$ cat config.mk
export PLATFORM = sky130hd
export DESIGN_NAME = shape_overlay
export DESIGN_NICKNAME = d
export VERILOG_FILES = /design/src/rtl/shape_overlay.sv
export SDC_FILE = /design/constraint.sdc
export NUM_CORES = 2
export LEC_CHECK = 0
export CAP_MARGIN = 20
export CORE_ASPECT_RATIO = 2
export CORE_MARGIN = 5
export CORE_UTILIZATION = 50
export DETAILED_ROUTE_END_ITERATION = 12
export GPL_ROUTABILITY_DRIVEN = 0
export PLACE_DENSITY = 0.66
export SETUP_SLACK_MARGIN = 0.3
export SYNTH_ARGS = -nofsm -noshare
export SYNTH_HDL_FRONTEND = slang
export SYNTH_SLANG_ARGS = --single-unit
$ cat constraint.sdc
create_clock -name clk -period 20.4 [get_ports clk]
set_input_delay 4.08 -clock clk [delete_from_list [all_inputs] [get_ports clk]]
set_output_delay 4.08 -clock clk [all_outputs]
set_load 0.02 [all_outputs]
$ cat src/rtl/shape_overlay.sv
// Multi-circle overlay: keypad-edited objects with per-frame shadow copy and a
// 3-stage pixel pipeline (distance, hit test, priority colour select).
module shape_overlay #(
   parameter int NUM_OBJ = 4,
   parameter int H_RES   = 640,
   parameter int V_RES   = 480,
   parameter int STEP_XY = 20,
   parameter int STEP_R  = 5,
   parameter int R_MIN   = 5,
   parameter int R_MAX   = 200,
   parameter int R_INIT  = 15,
   parameter logic [NUM_OBJ*12-1:0] OBJ_COLORS = {12'hff0, 12'h00f, 12'h0f0, 12'hf00},
   parameter logic [11:0] BG_COLOR = 12'h000
) (
   input  logic        clk,
   input  logic        rstn,
   input  logic [4:0]  i_key_code,
   input  logic        i_key_ready,
   input  logic        i_frame_start,
   input  logic [9:0]  i_col_addr,
   input  logic [8:0]  i_row_addr,
   output logic [11:0] o_vga_data,
   output logic [2:0]  o_sel,
   output logic [9:0]  o_sel_x,
   output logic [8:0]  o_sel_y,
   output logic [9:0]  o_sel_r,
   output logic        o_sel_en
);

   logic               r_prev_ready;
   logic [2:0]         r_sel;
   logic [9:0]         r_wx [NUM_OBJ];
   logic [8:0]         r_wy [NUM_OBJ];
   logic [9:0]         r_wr [NUM_OBJ];
   logic [NUM_OBJ-1:0] r_wen;
   logic [9:0]         r_disp_x [NUM_OBJ];
   logic [8:0]         r_disp_y [NUM_OBJ];
   logic [9:0]         r_disp_r [NUM_OBJ];
   logic [NUM_OBJ-1:0] r_disp_en;
   logic [9:0]         r_dx [NUM_OBJ];
   logic [8:0]         r_dy [NUM_OBJ];
   logic [NUM_OBJ-1:0] r_hit;
   logic [11:0]        r_vga;

   logic        w_fire;
   logic [2:0]  w_nsel;
   logic [9:0]  w_cur_x, w_cur_r, w_nx, w_nr;
   logic [8:0]  w_cur_y, w_ny;
   logic        w_cur_en, w_nen;
   logic [10:0] w_x_inc, w_x_dec, w_r_inc, w_r_dec;
   logic [9:0]  w_y_inc, w_y_dec;
   logic [9:0]  w_dx [NUM_OBJ];
   logic [8:0]  w_dy [NUM_OBJ];
   logic [NUM_OBJ-1:0] w_hit;
   logic [11:0] w_pix;

   assign w_fire = i_key_ready & ~r_prev_ready;
   assign w_nsel = (r_sel == 3'(NUM_OBJ-1)) ? 3'd0 : r_sel + 3'd1;

   always_comb begin
      w_cur_x  = '0;
      w_cur_y  = '0;
      w_cur_r  = '0;
      w_cur_en = 1'b0;
      for (int i = 0; i < NUM_OBJ; i++) begin
         if (r_sel == 3'(i)) begin
            w_cur_x  = r_wx[i];
            w_cur_y  = r_wy[i];
            w_cur_r  = r_wr[i];
            w_cur_en = r_wen[i];
         end
      end
      // one extra bit catches borrow on decrement and overflow on increment
      w_x_inc = {1'b0, w_cur_x} + 11'(STEP_XY);
      w_x_dec = {1'b0, w_cur_x} - 11'(STEP_XY);
      w_y_inc = {1'b0, w_cur_y} + 10'(STEP_XY);
      w_y_dec = {1'b0, w_cur_y} - 10'(STEP_XY);
      w_r_inc = {1'b0, w_cur_r} + 11'(STEP_R);
      w_r_dec = {1'b0, w_cur_r} - 11'(STEP_R);
      w_nx  = w_cur_x;
      w_ny  = w_cur_y;
      w_nr  = w_cur_r;
      w_nen = w_cur_en;
      case (i_key_code)
         5'h0C: w_nx = w_x_dec[10] ? 10'd0 : w_x_dec[9:0];
         5'h0E: w_nx = (w_x_inc > 11'(H_RES-1)) ? 10'(H_RES-1) : w_x_inc[9:0];
         5'h09: w_ny = w_y_dec[9] ? 9'd0 : w_y_dec[8:0];
         5'h11: w_ny = (w_y_inc > 10'(V_RES-1)) ? 9'(V_RES-1) : w_y_inc[8:0];
         5'h10: w_nr = (w_r_dec[10] || (w_r_dec < 11'(R_MIN))) ? 10'(R_MIN) : w_r_dec[9:0];
         5'h12: w_nr = (w_r_inc > 11'(R_MAX)) ? 10'(R_MAX) : w_r_inc[9:0];
         5'h01: w_nen = ~w_cur_en;
         default: ;
      endcase
   end

   always_ff @(posedge clk) begin
      if (!rstn) begin
         r_prev_ready <= 1'b1;
         r_sel        <= '0;
         for (int i = 0; i < NUM_OBJ; i++) begin
            r_wx[i]      <= 10'((i+1)*H_RES/(NUM_OBJ+1));
            r_wy[i]      <= 9'(V_RES/2);
            r_wr[i]      <= 10'(R_INIT);
            r_wen[i]     <= 1'b1;
            r_disp_x[i]  <= 10'((i+1)*H_RES/(NUM_OBJ+1));
            r_disp_y[i]  <= 9'(V_RES/2);
            r_disp_r[i]  <= 10'(R_INIT);
            r_disp_en[i] <= 1'b1;
         end
      end else begin
         r_prev_ready <= i_key_ready;
         if (w_fire && i_key_code == 5'h00)
            r_sel <= w_nsel;
         // display copy reads pre-edit values when an edit lands on frame_start
         for (int i = 0; i < NUM_OBJ; i++) begin
            if (w_fire && r_sel == 3'(i)) begin
               r_wx[i]  <= w_nx;
               r_wy[i]  <= w_ny;
               r_wr[i]  <= w_nr;
               r_wen[i] <= w_nen;
            end
            if (i_frame_start) begin
               r_disp_x[i]  <= r_wx[i];
               r_disp_y[i]  <= r_wy[i];
               r_disp_r[i]  <= r_wr[i];
               r_disp_en[i] <= r_wen[i];
            end
         end
      end
   end

   always_comb begin
      w_hit = '0;
      for (int i = 0; i < NUM_OBJ; i++) begin
         w_dx[i] = (i_col_addr >= r_disp_x[i]) ? i_col_addr - r_disp_x[i] : r_disp_x[i] - i_col_addr;
         w_dy[i] = (i_row_addr >= r_disp_y[i]) ? i_row_addr - r_disp_y[i] : r_disp_y[i] - i_row_addr;
         w_hit[i] = r_disp_en[i] &&
                    (({1'b0, 20'(r_dx[i]) * 20'(r_dx[i])} + {3'b0, 18'(r_dy[i]) * 18'(r_dy[i])})
                     <= {1'b0, 20'(r_disp_r[i]) * 20'(r_disp_r[i])});
      end
      w_pix = BG_COLOR;
      for (int i = NUM_OBJ-1; i >= 0; i--) begin
         if (r_hit[i])
            w_pix = OBJ_COLORS[12*i +: 12];
      end
   end

   always_ff @(posedge clk) begin
      if (!rstn) begin
         for (int i = 0; i < NUM_OBJ; i++) begin
            r_dx[i] <= '0;
            r_dy[i] <= '0;
         end
         r_hit <= '0;
         r_vga <= BG_COLOR;
      end else begin
         for (int i = 0; i < NUM_OBJ; i++) begin
            r_dx[i] <= w_dx[i];
            r_dy[i] <= w_dy[i];
         end
         r_hit <= w_hit;
         r_vga <= w_pix;
      end
   end

   assign o_vga_data = r_vga;
   assign o_sel      = r_sel;
   assign o_sel_x    = w_cur_x;
   assign o_sel_y    = w_cur_y;
   assign o_sel_r    = w_cur_r;
   assign o_sel_en   = w_cur_en;

endmodule

Yosys cells after proc, flatten, opt, wreduce, memory -nomap -nowiden
Memory sizes are Yosys's and may differ from the RTL's.
Index checks and enable logic that the tools add are counted.
{"block": "classes", "add_sub_neg": 27, "multipliers": 12, "n_lt_le_gt_ge": 16, "eq_ne": 10, "mux": 88, "bitwise_logic": 36, "n_reduce_logical": 14}
{"cell": "10-bit 2-to-1 mux", "count": 36}
{"cell": "9-bit 2-to-1 mux", "count": 22}
{"cell": "10-bit by 10-bit multiplier with 20-bit output", "count": 8}
{"cell": "20-bit by 18-bit adder with 21-bit output", "count": 4}
{"cell": "21-bit by 20-bit <= comparator with 1-bit output", "count": 4}
{"cell": "10-bit subtractor", "count": 8}
{"cell": "9-bit by 9-bit multiplier with 18-bit output", "count": 4}
{"cell": "9-bit subtractor", "count": 8}
{"cell": "12-bit 2-to-1 mux", "count": 4}
{"cell": "10-bit >= comparator", "count": 4}
{"cell": "10-bit case mux with 2 select lines", "count": 2}
{"cell": "9-bit >= comparator", "count": 4}
{"cell": "1-bit OR", "count": 32}
{"cell": "1-bit 2-to-1 mux", "count": 22}
{"cell": "9-bit case mux with 2 select lines", "count": 1}
{"cell": "5-bit by 4-bit equality test with 1-bit output, second input constant", "count": 3}
{"cell": "5-bit equality test, second input constant", "count": 3}
{"cell": "10-bit by 3-bit adder with 11-bit output, second input constant", "count": 1}
{"cell": "10-bit by 5-bit adder with 11-bit output, second input constant", "count": 1}
{"cell": "11-bit by 10-bit > comparator with 1-bit output, second input constant", "count": 1}
{"cell": "11-bit by 8-bit > comparator with 1-bit output, second input constant", "count": 1}
{"cell": "11-bit by 3-bit less-than comparator with 1-bit output, second input constant", "count": 1}
{"cell": "10-bit by 3-bit subtractor with 11-bit output, second input constant", "count": 1}
{"cell": "10-bit by 5-bit subtractor with 11-bit output, second input constant", "count": 1}
{"cell": "16 further kinds", "count": 27}
{"block": "word_totals", "register_bits": 28, "ram_bits": 308, "in_bits": 28, "output_inout_bits": 45, "elab_cells": 222, "n_memories": 8}
{"memory": "r_disp_r", "words": 4, "word_bits": 10, "read_ports": 4, "rd_clocked_by_memory_dff": 0, "write_ports": 4, "line": "38", "text": "logic [9:0] r_disp_r [NUM_OBJ];"}
{"memory": "r_disp_x", "words": 4, "word_bits": 10, "read_ports": 4, "rd_clocked_by_memory_dff": 0, "write_ports": 4, "line": "36", "text": "logic [9:0] r_disp_x [NUM_OBJ];"}
{"memory": "r_dx", "words": 4, "word_bits": 10, "read_ports": 4, "rd_clocked_by_memory_dff": 0, "write_ports": 4, "line": "40", "text": "logic [9:0] r_dx [NUM_OBJ];"}
{"memory": "r_wr", "words": 4, "word_bits": 10, "read_ports": 4, "rd_clocked_by_memory_dff": 0, "write_ports": 4, "line": "34", "text": "logic [9:0] r_wr [NUM_OBJ];"}
{"memory": "r_wx", "words": 4, "word_bits": 10, "read_ports": 4, "rd_clocked_by_memory_dff": 0, "write_ports": 4, "line": "32", "text": "logic [9:0] r_wx [NUM_OBJ];"}
{"memory": "r_disp_y", "words": 4, "word_bits": 9, "read_ports": 4, "rd_clocked_by_memory_dff": 0, "write_ports": 4, "line": "37", "text": "logic [8:0] r_disp_y [NUM_OBJ];"}
{"memory": "2 more memories"}

Longest topological paths before layout
{"block": "logic_depth", "ltp_word": 11, "ltp_mapped": 30, "ltp_nobuf": 29}

Worst setup path after synthesis
OpenSTA, ideal clock, no wires.
{"block": "synth_path", "path_kind": "in2reg", "from": "input i_frame_start", "to": "memory r_disp_r[0][0], enable pin", "setup_time_ns": 0.495, "arrival_ns": 7.486, "required_ns": 19.905, "setup_slack_ns": 12.419, "cell_stages": 3, "n_path_buf": 2, "path_cell_list": "clkbuf_1 > clkbuf_1 > nand2b_1"}
{"element": "from (decl)", "line": "19", "text": "input logic i_frame_start,"}
{"element": "to (decl)", "line": "38"}

==> impl_metrics.yaml <==
status:
  status: "completed"
cts:
  holdBufCountCts: 0
  clk_latency_ns: 0.55
  clkTransAtPathRegs_ns: 0.07
  cts_root_buffer: "clkbuf_16"
  cts_tree: "yes"
  cts_buffer_depth: 3
  post_cts_buffers: 0
  cts-resized-gates: 0
  htreeDepth: 2
  cts.sinks: 327
  numCtsBuffers: 34
sta:
  fmax_mhz: 127.1
  tns_ns: 0
  post-route-min-period_ns: 7.865
  finalHoldViolCount: 0
  rsz0062_at_grt: "no"
  max_slew_margin_pct: 25.42
  slew_violations: 0
  setup_ws_ns: 12.53
  clock_skew_ns: 0.02652
  finalSetupViolations: 0
  finalCritPeriodShare_pct: 38.56
  worstMarginPinSlew_ns: 1.116
setup_path:
  cpPeakStageDelay_ns: 0.84
  cp.buffers_inverters: 3
  crit_cells: 14
  crit_chain: "clkdlybuf4s50_1 -> inv_1 -> ha_1 -> nor2b_1 -> o211a_1 -> o21ai_0 -> a31oi_1 -> o31ai_2 -> buf_4 -> mux2_2 -> a211oi_1 -> nor3_1 -> mux2i_1 -> o311ai_0"
  cp-end-kind: "flop"
  slowest_stage: "clkdlybuf4s50_1"
  critical_path_class: "input port to flop"
  crit_family: "buffers and inverters"
  ff2ff_path_depth: 25
  crit_arrival_ns: 8.26
  required_ns: 20.79
  worst-path-max-fanout: 9
  startpoint_type: "input port"
drt:
  drtIter0Drc: 1871
  dr.pass1.iters: 7
  routed_wl_um: 131000
  routed_via_density: 5.528
  via_count: 38138
  wl_per_cell_um: 18.99
  antenna_left: 0
  drc: 0
floorplanning:
  fp.dieW_um: 237.0
  initial_core_util_pct: 50.34
  top_level_ports: 73
  core.rowCount: 166
  dieArea_mm2: 0.1100
  core_area_mm2: 0.1024
  die_h_um: 464.1
global_route:
  grt-ovfl-total: 0
  grt_max_degree: 87
  grt_pass1_vias: 41271
  grt_pass1_wl_um: 211800
  grt_use_total_pct: 23.86
  antenna_found_initial: 10
synthesis:
  yosys_warnings: 0
  synthesis.nets: 6941
  synthTopCellsByArea: "fa_1, ha_1, edfxtp_1"
  synthCells: 5576
  avgSynthCellArea_um2: 9.244
  synth_top_area_share_pct: 25.44
  yosys.area.top_type: "fa_1"
  synth-async-reset-ratio_pct: 0
  synth_seq_cells: 327
  synth_edf_count: 232
  ys_seq_area_share_pct: 17.21
  synthFlopType: "edfxtp_1"
  synth.most_common_cell: "inv_1"
  synth_commonest_cells: "inv_1, ha_1, fa_1"
  ys_types: 103
  netlist_area_mm2: 0.05155
finish:
  final_cells: 6899
  final_nets: 6890
  drive_gt1_share_pct: 4.036
  areaGrowthSynthToFinish_pct: 5.770
  num-fill-cells: 9377
placed_design:
  post-dp-hpwl_um: 109300
  dp_slack_ns: 11.72
  numPortBuffers: 72
  dp_cells: 6831
power:
  leakagePower_nw: 27.23
  pwr_density_cell_mw_per_mm2: 120.2
  finalPower_mw: 6.551
  vdd_ir_drop_max_uv: 114.0
hold_path:
  hold_path_class: "flop to flop"
  min_path_cells: 2
run:
  cap_viol_max_count: 0
==> stage by stage <==
| stage | hold slack [ns] | cell area, µm² | util [%] |
|---|---|---|---|
| detailed placement | 0.4461 | 53320 | 52.07 |
| global placement | 0.4373 | 53320 | 52.07 |
| finish | 0.4773 | 54520 | 53.24 |
| CTS | 0.4661 | 54490 | 53.22 |
| global route | 0.4830 | 54510 | 53.23 |
| floorplan | 0.4159 | 51550 | - |
==> layout make-up <==
type | count | area (µm²) | share of cell area, %
multi-input combinational | 3998 | 37880 | 69.49
sequential | 327 | 8869 | 16.27
inverter | 1069 | 4014 | 7.362
tap | 1344 | 1682 | 3.084
clock buffer | 38 | 887.1 | 1.627
timing repair buffer | 95 | 885.9 | 1.625
clock inverter | 23 | 286.5 | 0.5255
antenna | 5 | 12.51 | 0.02295
==> tightest hold or removal path, stage by stage, from the launching register on <==
cell	delay, ns
dfxtp_1	0.32
o2111ai_1	0.08
nor2_1	0.05
==> cells in the final DEF (no fill, tap or decap), types with 29 or more instances in the layout <==
master              n
a211oi_1           29
a21o_1             91
a21oi_1           208
a31oi_1            30
and2_1            354
and3_1            126
clkbuf_16          35
clkdlybuf4s50_1    70
dfxtp_1            95
edfxtp_1          232
fa_1              655
ha_1              681
inv_1            1061
mux2_2             31
mux2i_1            56
nand2_1           396
nand2b_1           46
nand3_1            70
nand3b_1           29
nand4_1            38
nor2_1            282
nor2b_1            79
nor3_1             56
o21ai_0           138
or2_2              57
xnor2_1           141
xor2_1            100
==> path summary, 6_finish.rpt <==
path	from	to	slack (ns)
hold / removal	r_disp_en[2]	r_hit[2]	0.48
setup / recovery	i_row_addr[1]	r_dy[0][8]	12.53
hold reg to reg	r_disp_en[2]	r_hit[2]	0.48
setup reg to reg	r_dy[0][2]	r_hit[0]	12.71
==> state kept, by name, summed over array words and instances, names as in the netlist <==
name and count:
o_sel 3, o_vga_data 3, r_disp_en 4, r_disp_r 40
r_disp_x 40, r_disp_y 36, r_dx 40, r_dy 36
r_hit 4, r_prev_ready 1, r_wen 4, r_wr 40
r_wx 40, r_wy 36
==> per-layer routing <==
metal / track usage, % / vias to the layer above / part of all wire [%]
met5: 0 / - / 0.049
met4: 10.73 / 12 / 5.6
met3: 1.991 / 359 / 3.1
met2: 47.58 / 822 / 56
met1: 24.85 / 19011 / 35
li1: - / 17934 / -
==> report_power, final <==
group / internal (mW) / total (mW) / switching (mW) / leakage, nW
registers: 0.755 / 0.870 / 0.115 / 3.01
logic: 2.22 / 5.01 / 2.79 / 23.7
clock network: 0.384 / 0.671 / 0.287 / 0.566
total: 3.36 / 6.55 / 3.19 / 27.2
==> logic make-up (layout without fill, tap and decap cells) <==
group,count (synthesis),after routing,share of synthesized area [%]
buffers and inverters,1251,1225,9.338
AOI/OAI and AO/OA,732,732,9.576
other,0,5,0
DFF,327,327,17.21
and+or+nand+nor,1601,1601,16.03
xor gates and xnor gates,241,241,4.095
adders and majority gates,1337,1337,41.99
muxes,87,87,1.765
(Power assumes the default switching activity.)
